`src/rtl/bram_port_arbiter.sv`:
```
// bram_port_arbiter
//   Two-requester arbiter in front of a single BRAM port. Grants are
//   combinational and the access goes to the BRAM in the same cycle. Read
//   data comes back one cycle later on the shared rdata_o, which is
//   qualified by rvalid0_o or rvalid1_o.
//   Arbitration order:
//     - a single requester is always granted;
//     - on contention, a locked owner wins;
//     - otherwise a 1-bit round-robin pointer picks the winner.
//   A requester can hold a lock for at most MaxLock consecutive grants.
// Ports
//   clk_i, rst_ni                 clock, synchronous active-low reset
//   reqN_i/lockN_i/weN_i          request, keep-ownership, write enable
//   wmaskN_i/addrN_i/wdataN_i     per-requester access fields
//   gntN_o                        same-cycle grant
//   rvalidN_o, rdata_o            read return (rdata shared)
//   bram_*_o, bram_rdata_i        device-side BRAM port
module bram_port_arbiter #(
  parameter int AddrWidth = 8,
  parameter int DataWidth = 64,
  parameter int MaxLock   = 4
) (
  input  logic                   clk_i,
  input  logic                   rst_ni,
  input  logic                   req0_i,
  input  logic                   req1_i,
  input  logic                   lock0_i,
  input  logic                   lock1_i,
  input  logic                   we0_i,
  input  logic                   we1_i,
  input  logic [DataWidth/8-1:0] wmask0_i,
  input  logic [DataWidth/8-1:0] wmask1_i,
  input  logic [AddrWidth-1:0]   addr0_i,
  input  logic [AddrWidth-1:0]   addr1_i,
  input  logic [DataWidth-1:0]   wdata0_i,
  input  logic [DataWidth-1:0]   wdata1_i,
  output logic                   gnt0_o,
  output logic                   gnt1_o,
  output logic                   rvalid0_o,
  output logic                   rvalid1_o,
  output logic [DataWidth-1:0]   rdata_o,
  output logic                   bram_en_o,
  output logic                   bram_we_o,
  output logic [DataWidth/8-1:0] bram_wmask_o,
  output logic [AddrWidth-1:0]   bram_addr_o,
  output logic [DataWidth-1:0]   bram_wdata_o,
  input  logic [DataWidth-1:0]   bram_rdata_i
);

  localparam logic [3:0] MaxCnt  = 4'(MaxLock);
  // With MaxLock=1 the grant that would enter the lock is already the
  // last locked grant, so the lock is never entered.
  localparam bit         CanLock = (MaxLock > 1);

  typedef enum logic [1:0] {UNLOCKED, LOCKED0, LOCKED1} state_t;

  state_t     state;
  logic       ptr;   // 0: requester 0 wins the next contended cycle
  logic [3:0] cnt;

  // Combinational arbitration. Everything is forced idle while reset is
  // asserted.
  always_comb begin
    gnt0_o = 1'b0;
    gnt1_o = 1'b0;
    if (rst_ni) begin
      if (req0_i && req1_i) begin
        if (state == LOCKED0)      gnt0_o = 1'b1;
        else if (state == LOCKED1) gnt1_o = 1'b1;
        else if (ptr)              gnt1_o = 1'b1;
        else                       gnt0_o = 1'b1;
      end else begin
        gnt0_o = req0_i;
        gnt1_o = req1_i;
      end
    end
  end

  assign bram_en_o    = gnt0_o | gnt1_o;
  assign bram_we_o    = (gnt0_o & we0_i) | (gnt1_o & we1_i);
  assign bram_wmask_o = !bram_we_o ? '0 : (gnt1_o ? wmask1_i : wmask0_i);
  assign bram_addr_o  = gnt0_o ? addr0_i  : (gnt1_o ? addr1_i  : '0);
  assign bram_wdata_o = gnt0_o ? wdata0_i : (gnt1_o ? wdata1_i : '0);
  assign rdata_o      = (rvalid0_o | rvalid1_o) ? bram_rdata_i : '0;

  always_ff @(posedge clk_i) begin
    if (!rst_ni) begin
      state     <= UNLOCKED;
      ptr       <= 1'b0;
      cnt       <= 4'd0;
      rvalid0_o <= 1'b0;
      rvalid1_o <= 1'b0;
    end else begin
      rvalid0_o <= gnt0_o & ~we0_i;
      rvalid1_o <= gnt1_o & ~we1_i;
      case (state)
        UNLOCKED: begin
          if (gnt0_o || gnt1_o) begin
            ptr <= gnt0_o;  // point at the requester that lost this cycle
            if (CanLock && gnt0_o && lock0_i) begin
              state <= LOCKED0;
              cnt   <= 4'd1;
            end else if (CanLock && gnt1_o && lock1_i) begin
              state <= LOCKED1;
              cnt   <= 4'd1;
            end
          end
        end
        LOCKED0: begin
          if (!req0_i) begin
            state <= UNLOCKED;
            cnt   <= 4'd0;
            if (gnt1_o) ptr <= 1'b0;
          end else if (gnt0_o) begin
            if (!lock0_i || (cnt + 4'd1 == MaxCnt)) begin
              // Release hands the next contended cycle to the other side.
              state <= UNLOCKED;
              cnt   <= 4'd0;
              ptr   <= 1'b1;
            end else begin
              cnt <= cnt + 4'd1;
            end
          end
        end
        LOCKED1: begin
          if (!req1_i) begin
            state <= UNLOCKED;
            cnt   <= 4'd0;
            if (gnt0_o) ptr <= 1'b1;
          end else if (gnt1_o) begin
            if (!lock1_i || (cnt + 4'd1 == MaxCnt)) begin
              state <= UNLOCKED;
              cnt   <= 4'd0;
              ptr   <= 1'b0;
            end else begin
              cnt <= cnt + 4'd1;
            end
          end
        end
        default: begin
          state <= UNLOCKED;
          cnt   <= 4'd0;
        end
      endcase
    end
  end

endmodule

```
`config.mk`:
```
export PLATFORM = sky130hd
export DESIGN_NAME = bram_port_arbiter
export DESIGN_NICKNAME = d
export VERILOG_FILES = /design/src/rtl/bram_port_arbiter.sv
export SDC_FILE = /design/constraint.sdc
export NUM_CORES = 1
export LEC_CHECK = 0
export CELL_PAD_IN_SITES_DETAIL_PLACEMENT = 0
export CELL_PAD_IN_SITES_GLOBAL_PLACEMENT = 2
export CORE_AREA = 2 2 149 151
export CTS_CLUSTER_DIAMETER = 200
export DETAILED_ROUTE_END_ITERATION = 8
export DIE_AREA = 0 0 151 153
export PLACE_DENSITY_LB_ADDON = 0.2
export SLEW_MARGIN = 25
export SYNTH_ARGS = -nofsm -noshare
export SYNTH_HDL_FRONTEND = slang
export SYNTH_SLANG_ARGS = --single-unit
```
`constraint.sdc`:
```
create_clock -name clk_i -period 1.97 [get_ports clk_i]
set_input_delay 0.197 -clock clk_i [delete_from_list [all_inputs] [get_ports clk_i]]
set_output_delay 0.197 -clock clk_i [all_outputs]
set_load 0.02 [all_outputs]
```
==> implementation parameters, run 1 <==
Parameter                              Value

Logic synthesis
  Synth warn    0
  Syn avg cell area    7.30 um^2
  Fraction of the mapped netlist area in compound gates    43.8%
  Most frequently used flop master after synthesis    sky130_fd_sc_hd__dfxtp_1
  Cell count after synthesis    273
  Count of different cell masters after synthesis    41
  Share of cell area taken by muxes after synthesis    1.51%
  Number of synthesized flops with an enable pin    0
  Largest family of logic cells by synthesized area    compound AO/OA/AOI/OAI gates
  Async S/R FF share, synth    0%
  Adder and majority cell fraction of the synthesized area    3.77%
  Number of flip-flops and latches in the synthesized netlist    9
  Cell area after technology mapping    1990 um^2
  Total nets after synthesis    511
  Fraction of the yosys area taken by sequential cells    9.05%
  Post-Synth Simple-Gate Area    34.0%
  Post-Synth XOR/XNOR Area    0%

Place
  Total placed instance area    6400 um^2
  Dpl cells    943
  HPWL reported at the end of detailed placement    15000 um
  IO buf count    381
  Global placement routability congestion    0.777

Clocking
  Clock slew seen by the registers of the worst setup and hold paths    40 ps
  Clock Latency Late Sink    240 ps
  Total CTS buffers    3
  H-tree Lvls    1
  CTS tree    done
  Clock Tree Root    sky130_fd_sc_hd__clkbuf_16
  Maximum buffer depth of the clock tree    2
  Number of clock sinks    9

Finish
  Area growth from synthesis to final layout    261%
  Commonest cells after routing, fill and taps aside    sky130_fd_sc_hd__clkdlybuf4s50_1, sky130_fd_sc_hd__buf_6, sky130_fd_sc_hd__a22o_1
  Cell area after layout    7200 um^2
  Net count, final    931
  Ratio of cells with drive above 1 in the final layout    25.6%
  Non-filler cells in the finished layout    973
  Most common library cell in the layout ignoring fill and taps    sky130_fd_sc_hd__clkdlybuf4s50_1
  End-of-flow core utilization    33.5%

Global routing
  Pin count of the biggest net entering global routing    36
  Global-route total usage across every layer    14.3%
  First-pass GRT wire length    25000 um
  Via count of the first global-routing pass    4007
  Total grt overflow    0
  Antenna violations before repair    2

Critical path
  Buffers & Inverters on Critical Path    5
  Cell type group with the largest total delay on the critical path    buffers and inverters
  Critical path required time    1770 ps
  Worst path arrival time    1920 ps
  Maximum net fanout on the critical path    9
  Library cell appearing most often on the critical path    sky130_fd_sc_hd__buf_6
  Worst path slowest cell    sky130_fd_sc_hd__dfxtp_2
  Worst setup SP type    flip-flop
  Critical Path Sink Type    output port
  Critical Path, Cell by Cell    buf_6 -> ha_4 -> o21ba_4 -> a21oi_4 -> buf_6 -> buf_12 -> clkbuf_16 -> a22o_1 -> buf_6
  Biggest cell delay along the critical path    330 ps
  Class of the most critical setup path    flip-flop to output port

Route
  Met3 routed WL    1860 um
  WL per Instance    18.9 um
  1st-iter DRT viols    117
  Ratio of routed vias to standard cells    3.96
  Routed wire length    18400 um
  Routed met2 length    10100 um
  Top Layer Used    met5
  Wire length on met1    6440 um
  Number of nets still failing antenna checks after routing    0
  Drt drc    0
  Detailed-route via count    3850
  Number of search-and-repair iterations in the first detailed-routing pass    4

Timing
  Minimum clock period    2120 ps
  Worst relative slew slack    77.3%
  Worst Max-Slew Pin Slew    341 ps
  Unrepaired setup endpoints after global routing    true
  Setup slack of the critical path after layout    -149 ps
  Final setup violation count    81
  Clock skew    2.90 ps
  Pins Over Slew Limit    0
  Ratio of final minimum period to clock period    108%
  Number of hold violations in the final report    0
  Maximum clock frequency    472 MHz

Die
  Initial Util    9.27%
  Die W    151 um
  Core Footprint    21500 um^2
  Cell row count    54
  Die footprint    23100 um^2
  Floorplan die height    153 um
  I/O pin count    382

Run
  Max-capacitance violation count    0

Power
  Reported leakage power    2.87 nW
  Worst IR drop on VDD    0.236 mV
  Power per cell area    487 nW/um^2

Run status
  Status    finished, violations left
  Violations in the final reports    negative setup slack

Min path
  Worst hold path class    flip-flop to flip-flop
power by group:
| group | internal [mW] | total (mW) | switching (mW) |
|---|---|---|---|
| clock network | 0.271 | 0.364 | 0.0933 |
| logic | 1.66 | 2.90 | 1.24 |
| registers | 0.211 | 0.246 | 0.0347 |
area by class of cell:
class	instances	area (um^2)
clock buffers	4	78.8
multi-input cells	233	1830
flip-flops and latches	9	185
diodes	1	2.50
inverters	5	26.3
well taps	280	350
repair buffers	441	4730
fillers	2285	14300
per-stage QoR:
stage / total power [mW] / worst slack (ps) / setup TNS, ps / hold slack, ps
after CTS: 3.31 / -164 / -9190 / 498
after floorplan: 1.29 / -14.2 / -70.8 / 269
after global placement: 2.71 / -489 / -27120 / 474
final: 3.51 / -149 / -8470 / 488
after global routing: 3.70 / -198 / -12910 / 542
after detailed placement: 2.70 / -502 / -28780 / 493
cells in the mapped netlist (2+ instances only):
cell | number | share of area, %
sky130_fd_sc_hd__ha_1 | 6 | 3.8
sky130_fd_sc_hd__buf_2 | 11 | 2.8
sky130_fd_sc_hd__inv_1 | 3 | 0.57
sky130_fd_sc_hd__nor2b_1 | 68 | 21
sky130_fd_sc_hd__buf_4 | 5 | 1.9
sky130_fd_sc_hd__inv_2 | 2 | 0.38
sky130_fd_sc_hd__clkbuf_1 | 9 | 1.7
sky130_fd_sc_hd__a21oi_1 | 11 | 2.8
sky130_fd_sc_hd__nand2_1 | 27 | 5.1
sky130_fd_sc_hd__a22o_1 | 72 | 32
sky130_fd_sc_hd__a21boi_1 | 2 | 0.75
sky130_fd_sc_hd__o21a_1 | 2 | 0.75
sky130_fd_sc_hd__nand2b_1 | 2 | 0.63
sky130_fd_sc_hd__a21o_1 | 3 | 1.1
sky130_fd_sc_hd__nor2_1 | 5 | 0.94
sky130_fd_sc_hd__mux2i_1 | 3 | 1.5
sky130_fd_sc_hd__dfxtp_1 | 9 | 9.0
sky130_fd_sc_hd__nand3_1 | 10 | 2.5
flip-flops by register name (all words and copies together), names as in the netlist:
name / count
ptr: 1
rvalid1_o: 1
state: 2
rvalid0_o: 1
cnt: 4
kinds of logic (layout without fill, tap and decap cells):
family | count (synthesis) | after routing
simple gates | 121 | 121
buf+inv | 31 | 450
mux | 3 | 3
compound gates | 103 | 103
other cells | 0 | 1
flops | 9 | 9
fa+ha+maj | 6 | 6
tightest hold or removal path, delay by kind of cell, from the launching register on:
family / cells / cell delay (ps)
AND/OR/NAND/NOR: 1 / 60
AO/OA/AOI/OAI: 1 / 50
flip-flops: 1 / 330
metal layers:
metal | vias up | GRT usage (%)
li1 | 1848 | -
met1 | 1752 | 15.1
met2 | 241 | 28.7
met3 | 7 | 4.48
met4 | 2 | 0.668
met5 | - | 0
path summary, 6_finish.rpt:
kind / slack (ps) / from / end / cells after the start
max: -150 / state[1]$_SDFFE_PN0P_ / bram_wdata_o[38] / 9
min: 490 / cnt[2]$_SDFFE_PN0P_ / cnt[2]$_SDFFE_PN0P_ / 2
max reg2reg: 120 / state[1]$_SDFFE_PN0P_ / cnt[0]$_SDFFE_PN0P_ / 9
min reg2reg: 490 / cnt[2]$_SDFFE_PN0P_ / cnt[2]$_SDFFE_PN0P_ / 2
timing repair:
| action | 4_1_cts | 5_1_grt |
|---|---|---|
| hold buffers | 0 | 0 |
| setup buffers | 11 | 3 |
| resized for setup | 457 | 60 |
| pin swaps | 11 | 41 |
| cloned | 5 | 7 |
| setup endpoints to repair | 130 | 89 |
(Power assumes the default switching activity.)
==> run 2: changes to the inputs <==
--- a/config.mk
+++ b/config.mk
@@ -5,12 +5,14 @@
 export SDC_FILE = /design/constraint.sdc
 export NUM_CORES = 1
 export LEC_CHECK = 0
+export ABC_AREA = 1
+export ABC_CLOCK_PERIOD_IN_PS = 1970
 export CELL_PAD_IN_SITES_DETAIL_PLACEMENT = 0
 export CELL_PAD_IN_SITES_GLOBAL_PLACEMENT = 2
-export CORE_AREA = 2 2 149 151
+export CORE_MARGIN = 2
+export CORE_UTILIZATION = 10
 export CTS_CLUSTER_DIAMETER = 200
 export DETAILED_ROUTE_END_ITERATION = 8
-export DIE_AREA = 0 0 151 153
 export PLACE_DENSITY_LB_ADDON = 0.2
 export SLEW_MARGIN = 25
 export SYNTH_ARGS = -nofsm -noshare
==> implementation parameters, run 2 <==
Parameter                              Value

Run status
  Status    finished, violations left
  Violations in the final reports    negative setup slack

Logic synthesis
  Cell area after technology mapping    2130 um^2
  Leading post-synthesis cells by instance count    sky130_fd_sc_hd__inv_1, sky130_fd_sc_hd__nor2_1, sky130_fd_sc_hd__a22o_1, sky130_fd_sc_hd__nand2_1, sky130_fd_sc_hd__nand3_1
  Number of synthesized flops with an enable pin    0
  Biggest area consumer among synthesized cells    sky130_fd_sc_hd__a22o_1
  Top post-synthesis cells by area    sky130_fd_sc_hd__a22o_1, sky130_fd_sc_hd__inv_1, sky130_fd_sc_hd__nor2_1, sky130_fd_sc_hd__nand2_1, sky130_fd_sc_hd__dfxtp_1
  Synth warn    0
  Share of cell area taken by muxes after synthesis    0%
  Adder and majority cell fraction of the synthesized area    3.53%
  Cell count after synthesis    372
  Largest family of logic cells by synthesized area    compound AO/OA/AOI/OAI gates
  Post-Synth Simple-Gate Area    29.9%
  Most common cell in the netlist    sky130_fd_sc_hd__inv_1
  Most frequently used flop master after synthesis    sky130_fd_sc_hd__dfxtp_1
  Fraction of the yosys area taken by sequential cells    8.48%
  Post-Synth XOR/XNOR Area    0.412%
  Count of different cell masters after synthesis    25
  Async S/R FF share, synth    0%
  Total nets after synthesis    610
  Share of the synthesized area in the top cell type    30.1%
  Number of flip-flops and latches in the synthesized netlist    9
  Syn avg cell area    5.71 um^2
  Fraction of the mapped netlist area in compound gates    34.5%

Timing
  Setup slack of the critical path after layout    -65.0 ps
  Worst relative slew slack    71.2%
  Final setup violation count    39
  Pins Over Slew Limit    0
  Post-Route Setup TNS    -900 ps
  Ratio of final minimum period to clock period    103%
  Maximum clock frequency    491 MHz
  Number of hold violations in the final report    0
  Unrepaired setup endpoints after global routing    true
  Clock skew    1.72 ps
  Minimum clock period    2040 ps
  Final hold slack    484 ps
  Worst Max-Slew Pin Slew    431 ps

Clocking
  CTS tree    done
  Maximum buffer depth of the clock tree    2
  Clock Tree Root    sky130_fd_sc_hd__clkbuf_16
  H-tree Lvls    1
  Clock Latency Late Sink    230 ps
  Clock slew seen by the registers of the worst setup and hold paths    40 ps
  Number of clock sinks    9
  Number of buffers inserted for hold repair after clock tree synthesis    0
  Total CTS buffers    3

Die
  Core Footprint    21000 um^2
  Initial Util    10.1%
  Cell row count    53
  I/O pin count    382
  Die footprint    22400 um^2
  Die W    150 um
  Floorplan die height    150 um

Critical path
  Worst path slowest cell    sky130_fd_sc_hd__dfxtp_4
  Capturing point of the worst reg2reg path    state[0]$_SDFFE_PN0P_
  Critical Path Sink Type    output port
  FF-to-FF setup slack    -10 ps
  Worst setup SP type    flip-flop
  Number of cells on the worst reg-to-reg path    16
  Worst path arrival time    1840 ps
  Critical Path, Cell by Cell    inv_4 -> ha_4 -> inv_2 -> nand2_2 -> nand3_2 -> nand2_2 -> inv_4 -> buf_12 -> buf_12 -> a22o_4 -> buf_4
  Beginning of the worst register-to-register path    state[0]$_SDFFE_PN0P_
  Biggest cell delay along the critical path    360 ps
  Class of the most critical setup path    flip-flop to output port
  Maximum net fanout on the critical path    19
  Critical path required time    1770 ps

Finish
  Top flop regs    cnt x4, state x2
  Commonest cells after routing, fill and taps aside    sky130_fd_sc_hd__clkdlybuf4s50_1, sky130_fd_sc_hd__inv_1, sky130_fd_sc_hd__nor2_1
  Register with the most flip-flops    cnt
  Area growth from synthesis to final layout    210%
  Filler cells    2302
  Ratio of cells with drive above 1 in the final layout    20.8%
  Net count, final    1009
  End-of-flow core utilization    31.4%
  Flip-flop count of the largest register, all copies and words added    4
  Most common library cell in the layout ignoring fill and taps    sky130_fd_sc_hd__clkdlybuf4s50_1

Route
  Drt drc    0
  Detailed-route via count    3997
  Ratio of routed vias to standard cells    3.82
  Number of nets still failing antenna checks after routing    0
  Number of search-and-repair iterations in the first detailed-routing pass    4
  1st-iter DRT viols    128
  WL per Instance    18.4 um
  Routed wire length    19300 um

Power
  Internal power summed over all cells    1.95 mW
  Power share of the sequential group    9.0%
  Clock power share    10.2%
  Net switching fraction of the power    44.7%
  Worst IR drop on VDD    0.243 mV
  Switching pwr    1.57 mW
  Combinational group share of total power    80.8%
  Reported leakage power    3.31 nW
  Power per cell area    534 nW/um^2

Global routing
  Total grt overflow    0
  Pin count of the biggest net entering global routing    30
  Global-route total usage across every layer    15.7%
  Antenna violations before repair    2
  Via count of the first global-routing pass    4010
  First-pass GRT wire length    26200 um

Min path
  Worst-case hold path end point    cnt[3]$_SDFFE_PN0P_
  Worst hold path class    flip-flop to flip-flop
  Cell depth of the worst min-delay path    2
  Worst hold start    cnt[3]$_SDFFE_PN0P_

Place
  HPWL reported at the end of detailed placement    15800 um
  Global placement routability congestion    0.927
  IO buf count    381

Run
  Max-capacitance violation count    0
[run 2: cell count changes after synthesis, sizes merged, moves of 3 or more]
cell,change
nand3,+4
inv,+81
nor2b,-68
clkbuf,-3
a21oi,-4
nand2,+33
a21o,-3
mux2i,-3
nor2,+73
[run 2: worst max-delay path by stage]
stage | from | endpoint | slack [ps]
after CTS | state[0]$_SDFFE_PN0P_ | bram_wdata_o[51] | -70
after global placement | rst_ni | bram_wdata_o[4] | -420
final | state[0]$_SDFFE_PN0P_ | bram_wdata_o[51] | -70
after detailed placement | rst_ni | bram_wdata_o[4] | -430
after global routing | state[0]$_SDFFE_PN0P_ | bram_wdata_o[51] | -140
after floorplan | state[1]$_SDFFE_PN0P_ | bram_wmask_o[0] | 230
[run 2: repair_timing]
action | CTS | global route
pin swaps | 7 | 13
cloned | 3 | 0
endpoints found under the setup margin | 147 | 96
gates resized for setup | 382 | 44
endpoints found under the hold margin | 0 | 0
setup buffers | 10 | 0
[run 2: worst max-delay path: cells and delay by family, from the launching register on]
| family | cells | cell delay, ps |
|---|---|---|
| flops | 1 | 360 |
| simple gates | 3 | 240 |
| compound gates | 1 | 260 |
| fa+ha+maj | 1 | 150 |
| buf+inv | 6 | 590 |
[run 2: through the flow]
step,power (mW),cells,area (um^2),setup WS (ps)
after floorplan,1.55,372,2130,232
after global placement,3.00,1029,6380,-415
after detailed placement,2.99,1029,6380,-429
after CTS,3.46,1045,6460,-73.2
after global routing,3.76,1047,6590,-142
final,3.52,1047,6590,-65.0
[run 2: kinds of logic after synthesis]
logic type	Yosys count
AO/OA/AOI/OAI	87
XOR/XNOR	1
buffers and inverters	112
flip-flops	9
adder cells (fa/ha/maj)	6
AND/OR/NAND/NOR	157
[run 2: cell type report]
| type | count | area, um^2 | area share [%] |
|---|---|---|---|
| timing repair buffer | 418 | 4050 | 61.5 |
| multi-input combinational | 252 | 1580 | 23.9 |
| tap | 275 | 344 | 5.22 |
| inverter | 87 | 340 | 5.17 |
| sequential | 9 | 195 | 2.96 |
| clock buffer | 4 | 78.8 | 1.20 |
| antenna | 2 | 5.00 | 0.0760 |
[run 2: per-layer routing]
metal	part of all wire (%)	track usage, %	vias to the layer above
met5	0	0	-
met4	1.9	3.44	0
met3	7.4	3.48	18
met2	52	29.6	171
met1	39	18.0	1811
li1	-	-	1997
[run 2: power groups by stage]
| stage | logic, mW | clock network (mW) | registers (mW) |
|---|---|---|---|
| floorplan | 1.27 | 0 | 0.277 |
| global route | 3.05 | 0.385 | 0.324 |
| CTS | 2.78 | 0.368 | 0.313 |
| global placement | 2.71 | 0 | 0.288 |
| detailed placement | 2.69 | 0 | 0.292 |
| finish | 2.84 | 0.358 | 0.317 |
==> RTL edit: new RTL, config.mk and constraints of run 1 <==
Reset style: asynchronous (`rst_ni`), changed in one clocked block. Comments in the files are not updated.
--- a/src/rtl/bram_port_arbiter.sv
+++ b/src/rtl/bram_port_arbiter.sv
@@ -85,3 +85,3 @@
 
-  always_ff @(posedge clk_i) begin
+  always_ff @(posedge clk_i or negedge rst_ni) begin
     if (!rst_ni) begin
Behaviour: differs if rst_ni is asserted again (counterexample within 4 cycles, from zero or initial values and one cycle with rst_ni low); with rst_ni held inactive, the same outputs for 4 cycles.
==> RTL edit against run 1 <==
- the flow still finishes with violations (setup timing)
- total power grew 23%
- area after synthesis grew 1.1%
- global-route usage grew 0.47 points
- sequential cell count is the same
- critical path depth grew 1
- design area grew 5.4%
- die area is the same
- setup slack lost 0.19 ns
- wire length grew 2.1%
- critical path type unchanged
- highest routed layer is now met4
==> RTL edit: results (changes against run 1) <==
Critical Path AT: 2.11 ns (+0.19 ns)
Slew HR: 76.0% (-1.3 points)
Routability-driven placement congestion ratio: 0.901 (+16%)
Max Fanout on Critical Path: 7 (-2)
Critical Path Max Stage Delay: 0.40 ns (+0.07 ns)
Max clock buf depth: 2 (unchanged)
Post-synth top cells: a22o_1 (72), nor2b_1 (66), nor2_1 (15)
Detailed Place HPWL: 15.1 mm (+0.53%)
H-tree levels: 1 (unchanged)
All-Layer GR Usage: 14.8% (+0.47 points)
CTS Buf Count: 3 (unchanged)
Syn. warnings: 0 (unchanged)
Final setup vio count: 83 (+2.5%)
Routed vias: 3,913 (+1.6%)
Worst setup margin: -0.341 ns (-0.192 ns)
Top cells by area, synth: a22o_1 (31%), nor2b_1 (20%), dfrtp_1 (11%), mux2i_1 (4.0%), ha_1 (3.7%)
PortBufs: 381 (unchanged)
CTS root buffer: clkbuf_16
Syn Nets: 501 (-2.0%)
Initial DRC Count: 84 (-28%)
DR pass1 iterations: 4 (unchanged)
Slowest CP cell: dfrtp_2
Static leakage: 0.00357 uW (+24%)
Number of library cell types mapped by synthesis: 40 (-2.4%)
Layout cells sized above 1: 29.8% (+4.2 points)
Post-layout net count: 937 (+0.64%)
HP Class: input pin to asynchronous set/reset pin
VDD IR max: 264 uV (+12%)
Outcome: complete, but fails checks
Top_reg_cell synth: dfrtp_1
Top flop regs: cnt (4), state (2)
Vias in the first global route: 4,094 (+2.2%)
Initial antenna violation count: 0 (-2)
CP top delay family: buffers and inverters
Asr flop ratio synth: 100% (+100 points)
Sequential area share after synthesis: 11.2% (+2.1 points)
First-pass GRT wire length: 25.5 mm (+2.1%)
Clock transition at the registers of the reported paths: 0.04 ns (about the same)
Clock latency at the later pin of the worst-skew pair: 0.24 ns (about the same)
R2r worst-path depth: 10 (+1)
Diode count: 0 (-1)
Setup TNS: -19.70 ns (-11.23 ns)
Failing checks: setup timing
Post-CTS Setup Repair Bufs: 19 (+8)
Final Skew: 0.00358 ns (+0.000679 ns)
DRT Wirelength: 18.8 mm (+2.1%)
Gates resized, CTS repair: 389 (-15%)
Pin count of the biggest net entering global routing: 22 (-39%)
-- RTL edit: metrics by stage --
stage	total power (uW)	area (um2)	std cells	worst slack [ns]	hold slack, ns
after global placement	3280	6540	940	-0.616	0.519
final	4320	7580	978	-0.341	0.457
after detailed placement	3280	6540	940	-0.653	0.510
after CTS	3980	6900	968	-0.337	0.454
after global routing	4570	7580	978	-0.396	0.468
after floorplan	1550	2020	263	-0.00400	-0.0986
-- RTL edit: power breakdown --
group / internal [uW] / switching (uW) / total, uW / leakage [uW]
Combinational: 2070 / 1590 / 3660 / 0.00341
Clock: 272 / 98.8 / 370 / 0.0000382
Sequential: 231 / 62.6 / 293 / 0.000118
Total: 2570 / 1750 / 4320 / 0.00357
-- RTL edit: kinds of logic after synthesis --
| group | count (synthesis) | share of synthesized area (%) |
|---|---|---|
| AO/OA/AOI/OAI | 96 | 40.4 |
| adder cells (fa/ha/maj) | 6 | 3.73 |
| buffers and inverters | 32 | 7.02 |
| flip-flops | 9 | 11.2 |
| multiplexers | 9 | 4.53 |
| AND/OR/NAND/NOR | 111 | 33.1 |
-- RTL edit: worst paths after layout --
kind	from	endpoint	slack, ns
max in group asynchronous	rst_ni	state[0]	1.34
setup reg to reg	state[1]	state[0]	0.04
hold reg to reg	ptr	ptr	0.56
hold / removal	rst_ni	state[1]	0.46
setup / recovery	state[0]	bram_wdata_o[63]	-0.34
min in group clk_i	ptr	ptr	0.56
-- RTL edit: routing by layer --
metal / track usage (%) / routed length (um)
met3: 4.54 / 1980
met1: 13.8 / 6020
met4: 1.51 / 109
met5: 0 / 0
met2: 31.4 / 10700
-- RTL edit: area by class of cell --
cell class	count	area (um2)
timing repair buffer	456	4920
tap	280	350
multi-input combinational	222	1980
sequential	9	226
fill	2211	13900
inverter	7	28.8
clock buffer	4	78.8
